$ cat src/rtl/alu32_issue_wb.sv
// Operand-issue and writeback stage around the combinational alu32: register file,
// registered EX stage feeding the ALU, and a one-entry response buffer with backpressure.
module alu32_issue_wb #(
  parameter int DW   = 32,
  parameter int NREG = 8
) (
  input  logic          clk,
  input  logic          reset,
  input  logic          cmd_valid,
  output logic          cmd_ready,
  input  logic [2:0]    cmd_op,
  input  logic [2:0]    cmd_rd,
  input  logic [2:0]    cmd_rs1,
  input  logic [2:0]    cmd_rs2,
  input  logic          cmd_imm_sel,
  input  logic [DW-1:0] cmd_imm,
  input  logic          cmd_we,
  input  logic          cmd_fe,
  output logic [DW-1:0] alu_a,
  output logic [DW-1:0] alu_b,
  output logic [2:0]    alu_op,
  input  logic [DW-1:0] alu_result,
  input  logic          alu_c,
  input  logic          alu_n,
  input  logic          alu_z,
  input  logic          alu_v,
  output logic          rsp_valid,
  input  logic          rsp_ready,
  output logic [DW-1:0] rsp_result,
  output logic [3:0]    rsp_flags,
  output logic [2:0]    rsp_rd,
  output logic [3:0]    flags
);

  logic [DW-1:0] regs_q [NREG];
  logic [DW-1:0] regs_d [NREG];

  logic          ex_valid_q, ex_valid_d;
  logic [DW-1:0] ex_a_q, ex_a_d;
  logic [DW-1:0] ex_b_q, ex_b_d;
  logic [2:0]    ex_op_q, ex_op_d;
  logic [2:0]    ex_rd_q, ex_rd_d;
  logic          ex_we_q, ex_we_d;
  logic          ex_fe_q, ex_fe_d;

  logic          rsp_valid_q, rsp_valid_d;
  logic [DW-1:0] rsp_result_q, rsp_result_d;
  logic [3:0]    rsp_flags_q, rsp_flags_d;
  logic [2:0]    rsp_rd_q, rsp_rd_d;
  logic [3:0]    flags_q, flags_d;

  logic          adv;
  logic          wb_en;
  logic          accept;
  logic [DW-1:0] src1, src2;

  // Register read with bypass of the result being written back on this same edge.
  function automatic logic [DW-1:0] read_operand(
    input logic [2:0]    idx,
    input logic          wb_hit,
    input logic [2:0]    wb_rd,
    input logic [DW-1:0] wb_val,
    input logic [DW-1:0] rf_val
  );
    if (idx == 3'd0)
      return '0;
    else if (wb_hit && (wb_rd == idx))
      return wb_val;
    else
      return rf_val;
  endfunction

  always_comb begin
    adv       = ex_valid_q && (!rsp_valid_q || rsp_ready);
    wb_en     = adv && ex_we_q && (ex_rd_q != 3'd0);
    cmd_ready = !reset && (!ex_valid_q || adv);
    accept    = cmd_valid && cmd_ready;

    src1 = read_operand(cmd_rs1, wb_en, ex_rd_q, alu_result, regs_q[cmd_rs1]);
    src2 = cmd_imm_sel ? cmd_imm
                       : read_operand(cmd_rs2, wb_en, ex_rd_q, alu_result, regs_q[cmd_rs2]);
  end

  // Issue -> EX boundary
  always_comb begin
    ex_valid_d = ex_valid_q;
    ex_a_d     = ex_a_q;
    ex_b_d     = ex_b_q;
    ex_op_d    = ex_op_q;
    ex_rd_d    = ex_rd_q;
    ex_we_d    = ex_we_q;
    ex_fe_d    = ex_fe_q;
    if (accept) begin
      ex_valid_d = 1'b1;
      ex_a_d     = src1;
      ex_b_d     = src2;
      ex_op_d    = cmd_op;
      ex_rd_d    = cmd_rd;
      ex_we_d    = cmd_we;
      ex_fe_d    = cmd_fe;
    end else if (adv) begin
      ex_valid_d = 1'b0;
    end
  end

  // EX -> writeback / response boundary
  always_comb begin
    regs_d       = regs_q;
    flags_d      = flags_q;
    rsp_valid_d  = rsp_valid_q;
    rsp_result_d = rsp_result_q;
    rsp_flags_d  = rsp_flags_q;
    rsp_rd_d     = rsp_rd_q;
    if (wb_en)
      regs_d[ex_rd_q] = alu_result;
    if (adv && ex_fe_q)
      flags_d = {alu_c, alu_n, alu_z, alu_v};
    if (adv) begin
      rsp_valid_d  = 1'b1;
      rsp_result_d = alu_result;
      rsp_flags_d  = {alu_c, alu_n, alu_z, alu_v};
      rsp_rd_d     = ex_rd_q;
    end else if (rsp_valid_q && rsp_ready) begin
      rsp_valid_d = 1'b0;
    end
  end

  always_ff @(posedge clk or posedge reset) begin
    if (reset) begin
      regs_q       <= '{default: '0};
      ex_valid_q   <= 1'b0;
      ex_a_q       <= '0;
      ex_b_q       <= '0;
      ex_op_q      <= '0;
      ex_rd_q      <= '0;
      ex_we_q      <= 1'b0;
      ex_fe_q      <= 1'b0;
      rsp_valid_q  <= 1'b0;
      rsp_result_q <= '0;
      rsp_flags_q  <= '0;
      rsp_rd_q     <= '0;
      flags_q      <= '0;
    end else begin
      regs_q       <= regs_d;
      ex_valid_q   <= ex_valid_d;
      ex_a_q       <= ex_a_d;
      ex_b_q       <= ex_b_d;
      ex_op_q      <= ex_op_d;
      ex_rd_q      <= ex_rd_d;
      ex_we_q      <= ex_we_d;
      ex_fe_q      <= ex_fe_d;
      rsp_valid_q  <= rsp_valid_d;
      rsp_result_q <= rsp_result_d;
      rsp_flags_q  <= rsp_flags_d;
      rsp_rd_q     <= rsp_rd_d;
      flags_q      <= flags_d;
    end
  end

  assign alu_a      = ex_a_q;
  assign alu_b      = ex_b_q;
  assign alu_op     = ex_op_q;
  assign rsp_valid  = rsp_valid_q;
  assign rsp_result = rsp_result_q;
  assign rsp_flags  = rsp_flags_q;
  assign rsp_rd     = rsp_rd_q;
  assign flags      = flags_q;

endmodule

$ cat config.mk
export PLATFORM = sky130hd
export DESIGN_NAME = alu32_issue_wb
export DESIGN_NICKNAME = d
export VERILOG_FILES = /design/src/rtl/alu32_issue_wb.sv
export SDC_FILE = /design/constraint.sdc
export NUM_CORES = 1
export LEC_CHECK = 0
export CAP_MARGIN = 10
export CORE_UTILIZATION = 51
export DETAILED_ROUTE_END_ITERATION = 12
export PLACE_DENSITY_LB_ADDON = 0.2
export SLEW_MARGIN = 20
export SYNTH_ARGS = -nofsm -noshare
export SYNTH_HDL_FRONTEND = slang
export SYNTH_SLANG_ARGS = --single-unit
$ cat constraint.sdc
create_clock -name clk -period 10.34 [get_ports clk]
set_input_delay 1.034 -clock clk [delete_from_list [all_inputs] [get_ports clk]]
set_output_delay 1.034 -clock clk [all_outputs]
set_load 0.01 [all_outputs]
== Yosys cells after proc, flatten, opt, wreduce, memory -nomap -nowiden ==
Index checks and enable logic that the tools add are counted.
Operators by class
  $add $sub $neg: 0
  multipliers: 0
  divide/modulo/power cells: 0
  magnitude comparators: 4
  equal/unequal tests: 2
  shift operators: 0
  mux-type cells: 18
  bitwise gates (word level): 3
  reduce and logical (&&, ||, !) cells: 20
Operator list (number)
  $mux W32: 10
  $bwmux W256: 1
  $bmux W32 S3: 2
  $demux W32 S3: 1
  $ge A4 B4 Y1 const B: 3
  $not A3 Y4: 3
  $logic_and A1 B1 Y1: 10
  $eq A3 B3 Y1: 2
  $logic_not A3 Y1: 2
  $lt A4 B1 Y1 const B: 1
  $mux W1: 4
  $reduce_bool A2 Y1: 2
  $logic_not A1 Y1: 3
  $reduce_bool A3 Y1: 1
  $logic_or A1 B1 Y1: 2
Word-level totals
  register bits after elaboration: 373
  bits in latches: 0
  RAM bits: 0
  ROM bits: 0
  bits of input ports: 87
  output and inout port bits: 112
  logic and storage cells: 67
  memories kept: 0

== Depth between registers and ports, before layout ==
Gate-level depths: netlist of the first run.
  depth in word-level cells: 9
  mapped depth: 7

== Worst setup path before layout of the first run ==
No wires, ideal clock.
  path type: input port to output port
  from: input reset
  to: output cmd_ready
  arrival time: 8815 ps
  required time: 9306 ps
  setup slack: 491 ps
  stages: 2
  path buffers: 0
  cells stage by stage: inv_1 > and2_1
On the way
  cells in the longest elaborated chain, start to end: 2
Ends and longest elaborated chain
  start: declaration: RTL line 8  | input logic reset,
  $logic_not A1 Y1 (no line)
  $logic_and A1 B1 Y1: RTL line 76  | cmd_ready = !reset && (!ex_valid_q || adv);
  end: declaration: RTL line 10  | output logic cmd_ready,
Every way passes these cells.

== Worst setup path in the final report of the first run ==
Ends and elaborated chain as after synthesis.

==> out/results.ini, run 1 <==
[power_and_ir_drop]
sequentialPowerShare_pct=44.0
p_sw_share_pct=29.9
switchingPower_w=0.00132
ir_worst_vdd_v=0.000148
power.share.clock_pct=32.2
power_density_mw_per_mm2=215
leakagePower_nw=9.24
combPwrFrac_pct=23.8
p_int_w=0.00309

[detailed_routing]
via_per_inst=6.38
num_vias=13600
dr_wl_met3_um=4440
wl_met1_um=22500
wl_met2_um=24700
drt-wirelength-per-cell_um=24.8
drt-total-wl_um=53100
drt-initial-drc-count=1317
drtPass1Iterations=5
drc_errors=0
top_layer=met4
ant_nets=0

[setup_path]
path_common_cell=clkdlybuf4s50_1
worstSetupPathType=in -> out
endpoint_kind=output port
start_kind=input pin
regToRegSetupSlack_ns=6.93
cpLargestDelayFamily=buffers and inverters
max_stage_delay_ns=0.71
r2r-end=alu_a[6]
path_cells=clkdlybuf4s50_1 -> clkinvlp_4 -> and2_1 -> clkdlybuf4s50_1
reg2regPathDepth=6
slowest_stage=clkinvlp_4
worst_ep_required_time_ns=9.31
cp_max_fo=37
arrival_ns=3.22
r2r-start=ex_valid_q
path_buf_inv=3

[cts]
h-tree-depth=2
post_cts.repair.setup_buffers=0
cts_resized=0
cts.clk_slew.worst_paths_ns=0.06
cts_root_buf=clkbuf_16
clk_path_buf_depth=3
numCtsBuffers=38
cts-hold-fix-buffers=0
clock_sinks=341
cts_tree=built
clk_latency_ns=0.53

[synth]
synthCells=1542
ys_ff_latch=341
synth_area_mm2=0.0170
synth.distinct_cells=53
synth_warnings=0
syn_nets=1629
async_reset_ff_share_pct=100
synth_area_per_cell_um2=11.0
synth_edf_count=0
seq_area_frac_synth_pct=50.2
synth_top_flop_cell=dfrtp_1

[sta]
slew_headroom_pct=25.8
drv_slew=0
post-route-min-period_ns=4.25
worst_pin_slew_ns=1.11
setup_slack_ns=6.09
hold-worst-slack_ns=0.476
setup_violations=0
fmax_mhz=235
fin_crit_sh_pct=41.1
finalHoldViolations=0
rsz0062_at_grt=false
setup_tns_ns=0
finalClockSkew_ns=0.0131

[floorplanning]
die_area_mm2=0.0341
ios=199
row_count=66
die_w_um=185
core-area_mm2=0.0327
initial_core_util_pct=52.0
die_h_um=185

[global_routing]
grt_pass1_vias=13800
grt_max_degree=154
track_usage_pct=31.4
grt_pass1_wl_um=81300
antenna_found_initial=0
grt.overflow.total=0

[place]
dp_slack_ns=5.85
routabilityCongestion=0.841
hpwl_um=30900
io_buffer_count=198

[cells_and_area]
final_common_cell=dfrtp_1
nets=1757
layout-drive-gt1-share_pct=17.9
layout_common_cells=341 x dfrtp_1, 191 x clkdlybuf4s50_1, 160 x mux2_2
area_growth_pct=20.6
n_antenna_cell=0

[min_path]
worstHoldPathCells=2
hold_path.class=reg -> reg
whs_endpoint=rsp_result[24]
hp-start=rsp_result[24]

[run_status]
status=finished, final reports clean

[run]
maxCapViolCount=0

-- through the flow --
stage          std cells  total power [W]  utilization [%]  cell area, um^2
2_1_floorplan       1542          0.00254                -            17000
3_3_place_gp        2072          0.00294             58.7            19200
3_5_place_dp        2072          0.00299             58.7            19200
4_1_cts             2138          0.00441             62.7            20500
5_1_grt             2138          0.00460             62.7            20500
6_report            2138          0.00441             62.7            20500
-- sequential cells by signal, indices dropped and copies added, names as in the netlist --
name / cells
ex_rd_q: 3
regs_q: 224
rsp_rd: 3
alu_a: 32
flags: 4
rsp_flags: 4
alu_op: 3
rsp_valid: 1
alu_b: 32
rsp_result: 32
ex_fe_q: 1
ex_we_q: 1
ex_valid_q: 1
-- power groups by stage --
stage / sequential, W / clock, W / combinational, W
after CTS: 0.00193 / 0.00143 / 0.00105
after global placement: 0.00193 / 0 / 0.00101
after detailed placement: 0.00195 / 0 / 0.00104
after global routing: 0.00198 / 0.00149 / 0.00113
after floorplan: 0.00192 / 0 / 0.000627
final: 0.00194 / 0.00142 / 0.00105
-- how the worst max path moves through the flow --
stage / from / endpoint / slack, ns / depth (start not counted)
floorplan: reset / cmd_ready / 2.65 / 2
global placement: reset / alu_a[3] / 5.96 / 7
detailed placement: reset / alu_a[5] / 5.85 / 7
CTS: reset / cmd_ready / 6.04 / 4
global route: reset / cmd_ready / 5.92 / 4
finish: reset / cmd_ready / 6.09 / 4
-- logic make-up (layout without fill, tap and decap cells) --
kind of cell / after synthesis / count (layout) / synth area share [%]
compound gates: 423 / 423 / 18.9
flops: 341 / 341 / 50.2
mux: 294 / 294 / 18.5
simple gates: 242 / 242 / 6.39
buf+inv: 236 / 390 / 5.69
xor+xnor: 6 / 6 / 0.353
-- cells in the mapped netlist (8+ instances only) --
cell type,count,share of area (%)
mux2i_1,126,7.4
clkbuf_1,73,1.6
a211oi_1,31,1.4
o22ai_1,65,2.4
nor2_1,33,0.73
buf_2,53,1.6
dfrtp_1,341,50
a221oi_1,27,1.4
a21oi_1,31,0.91
inv_1,98,2.2
o21ai_0,95,2.8
o221ai_2,30,2.6
o221ai_1,64,3.3
mux2_1,8,0.53
buf_1,8,0.18
o22a_1,27,1.4
nand2_1,137,3.0
nand3_1,40,1.2
mux2_2,160,11
a2bb2oi_1,31,1.6
-- worst min-delay path, cell delays in order, from the launching register on --
cell and delay, ns:
dfrtp_1 0.33, nand2_1 0.05, o21ai_0 0.06
-- cell type report --
type                    count  area [um^2]
flip-flops and latches    341         8530
well taps                 442          553
fillers                  2652        12200
repair buffers            226         2180
clock buffers              51         1070
multi-input cells         965         7560
inverters                  98          372
clock inverters            15          234
-- routing by layer --
metal | GRT usage [%] | vias to the layer above
met2 | 49.9 | 667
met4 | 10.3 | 0
li1 | - | 5947
met3 | 6.16 | 118
met1 | 43.3 | 6913
met5 | 0 | -
No activity file was read; power rests on OpenSTA's default activity.
==> run 2, diff against run 1 <==
CORE_UTILIZATION = 56   (was 51)
clock period = 4.18 ns   (was 10.34 ns; I/O delays follow)
==> run 2 against run 1 <==
Die area is 8.8% lower. Worst hold slack got worse by 0.063 ns. Combinational power is 150% higher.
==> out/results.ini, run 2 (same netlist as run 1, synthesis figures left out) <==
[cells_and_area]
layout-drive-gt1-share_pct=18.3  ; +0.41 points
n_antenna_cell=0  ; unchanged
fin_area_mm2=0.0204  ; -0.29%
final_common_cell=dfrtp_1
layout_common_cells=341 x dfrtp_1, 191 x clkdlybuf4s50_1, 160 x mux2_2
area_growth_pct=20.2
nets=1770  ; +0.74%
largest_register_ffs=224  ; unchanged
regMostFlops=regs_q
final_cells=2097  ; -1.9%

[detailed_routing]
via_per_inst=6.64  ; +4.0%
drtPass1Iterations=5  ; unchanged
num_vias=13900  ; +2.1%
drt-total-wl_um=53100  ; about the same
ant_nets=0  ; unchanged
drt-initial-drc-count=1320  ; +0.23%
drc_errors=0  ; unchanged
drt-wirelength-per-cell_um=25.3  ; +1.9%

[setup_path]
max_stage_delay_ns=1.07  ; +0.36 ns
path_buf_inv=2  ; -1
cpLargestDelayFamily=buffers and inverters
endpoint_kind=register
slowest_stage=nand3b_1
start_kind=input pin
path_cells=buf_4 -> nand3b_1 -> buf_4 -> o22a_1 -> o21ai_0 -> o221ai_1
regToRegSetupSlack_ns=1.41  ; -5.52 ns
endpoint=alu_a[30]
cp_max_fo=54  ; +46%
worst_ep_required_time_ns=4.52  ; -4.79 ns
r2r-start=ex_rd_q[0]
worstSetupPathDepth=6  ; +2
r2r-end=alu_a[2]
worstSetupPathType=in -> reg
arrival_ns=3.13  ; -0.09 ns
reg2regPathDepth=5  ; -1
startpoint=cmd_rs1[1]
path_common_cell=buf_4

[cts]
clk_path_buf_depth=3  ; unchanged
clock_sinks=341  ; unchanged
cts_tree=built
numCtsBuffers=37  ; -2.6%
cts_root_buf=clkbuf_16
post_cts.repair.setup_buffers=0  ; unchanged
cts.clk_slew.worst_paths_ns=0.06  ; about the same
cts_resized=0  ; unchanged
cts-hold-fix-buffers=0  ; unchanged
clk_latency_ns=0.51  ; -0.02 ns
h-tree-depth=2  ; unchanged

[place]
io_buffer_count=198  ; unchanged
placed_cells=2034  ; -1.8%
dpl-instance-area_mm2=0.0193  ; +0.31%
hpwl_um=32300  ; +4.5%
routabilityCongestion=0.867  ; +3.1%

[sta]
fmax_mhz=358
finalHoldViolations=0  ; unchanged
post-route-min-period_ns=2.80
setup_violations=0  ; unchanged
hold-worst-slack_ns=0.413  ; -0.0632 ns
slew_headroom_pct=16.9  ; -8.9 points
finalClockSkew_ns=0.0114  ; -0.00166 ns
fin_crit_sh_pct=66.9
drv_slew=0  ; unchanged
rsz0062_at_grt=false
worst_pin_slew_ns=1.24  ; +0.130 ns

[floorplanning]
row_count=63  ; -4.5%
die_area_mm2=0.0311  ; -8.8%
die_h_um=176  ; -4.5%
die_w_um=176  ; -4.5%
ios=199  ; unchanged
initial_core_util_pct=57.1  ; +5.1 points
core-area_mm2=0.0298  ; -8.9%

[global_routing]
grt_max_degree=147  ; -4.5%
grt.overflow.total=0  ; unchanged
grt_pass1_wl_um=81500  ; +0.17%
track_usage_pct=34.4  ; +3.0 points
antenna_found_initial=1  ; +1
grt_pass1_vias=14100  ; +2.3%

[power_and_ir_drop]
power_density_mw_per_mm2=522  ; +140%
ir_worst_vdd_v=0.000300  ; +100%
leakagePower_nw=9.27  ; +0.28%

[run_status]
status=finished, final reports clean

[min_path]
hold_path.class=in -> async

[run]
maxCapViolCount=0  ; unchanged

run 2: cell types whose count changed in the layout (fill, tap and decap cells not counted), moves of 2 or more:
cell / before / now
clkinvlp_4: 4 / 1
buf_4: 29 / 43
inv_6: 3 / 0
clkinv_2: 2 / 4
bufinv_16: 5 / 3
clkbuf_1: 6 / 11
run 2: routing by layer:
layer	global-route usage [%]	part of all wire, %
met5	0	0.024
met4	13.5	3.6
met3	6.24	9.3
met2	55.5	47
met1	46.0	40
run 2: worst min path at each step:
stage / from / end / slack [ns] / cells past startpoint
after floorplan: ex_we_q / ex_we_q / 0.44 / 2
after detailed placement: rsp_flags[1] / rsp_flags[1] / 0.46 / 2
after global placement: rsp_flags[2] / rsp_flags[2] / 0.46 / 2
final: reset / rsp_flags[2] / 0.41 / 2
after global routing: cmd_rs1[0] / alu_a[31] / 0.43 / 3
after CTS: cmd_rs1[0] / alu_a[31] / 0.39 / 3
run 2: power breakdown:
group / internal, W / switching (W)
combinational: 0.00138 / 0.00122
sequential: 0.00416 / 0.000652
clock: 0.00195 / 0.00130
run 2: worst reg2reg max path, delay by kind of cell (launching register included):
kind                   cells  cell delay (ns)
AO/OA/AOI/OAI              1             0.23
XOR/XNOR                   1             0.18
AND/OR/NAND/NOR            2             0.92
flip-flops                 1             0.88
buffers and inverters      1             0.46
run 2: layout make-up:
| class | instances | area (um^2) |
|---|---|---|
| Timing Repair Buffer | 240 | 2290 |
| Tap cell | 390 | 488 |
| Fill cell | 2258 | 9350 |
| Sequential cell | 341 | 8530 |
| Multi-Input combinational cell | 965 | 7570 |
| Clock buffer | 56 | 1080 |
| Inverter | 98 | 372 |
| Clock inverter | 7 | 110 |
run 2: per-stage QoR:
step / setup TNS [ns] / worst slack [ns] / total power, W / utilization [%]
3_5_place_dp: 0 / 1.03 / 0.00739 / 64.6
6_report: 0 / 1.38 / 0.0107 / 68.6
3_3_place_gp: 0 / 1.09 / 0.00727 / 64.6
5_1_grt: 0 / 1.29 / 0.0111 / 68.6
4_1_cts: 0 / 1.40 / 0.0106 / 68.6
2_1_floorplan: -276.53 / -2.28 / 0.00629 / -
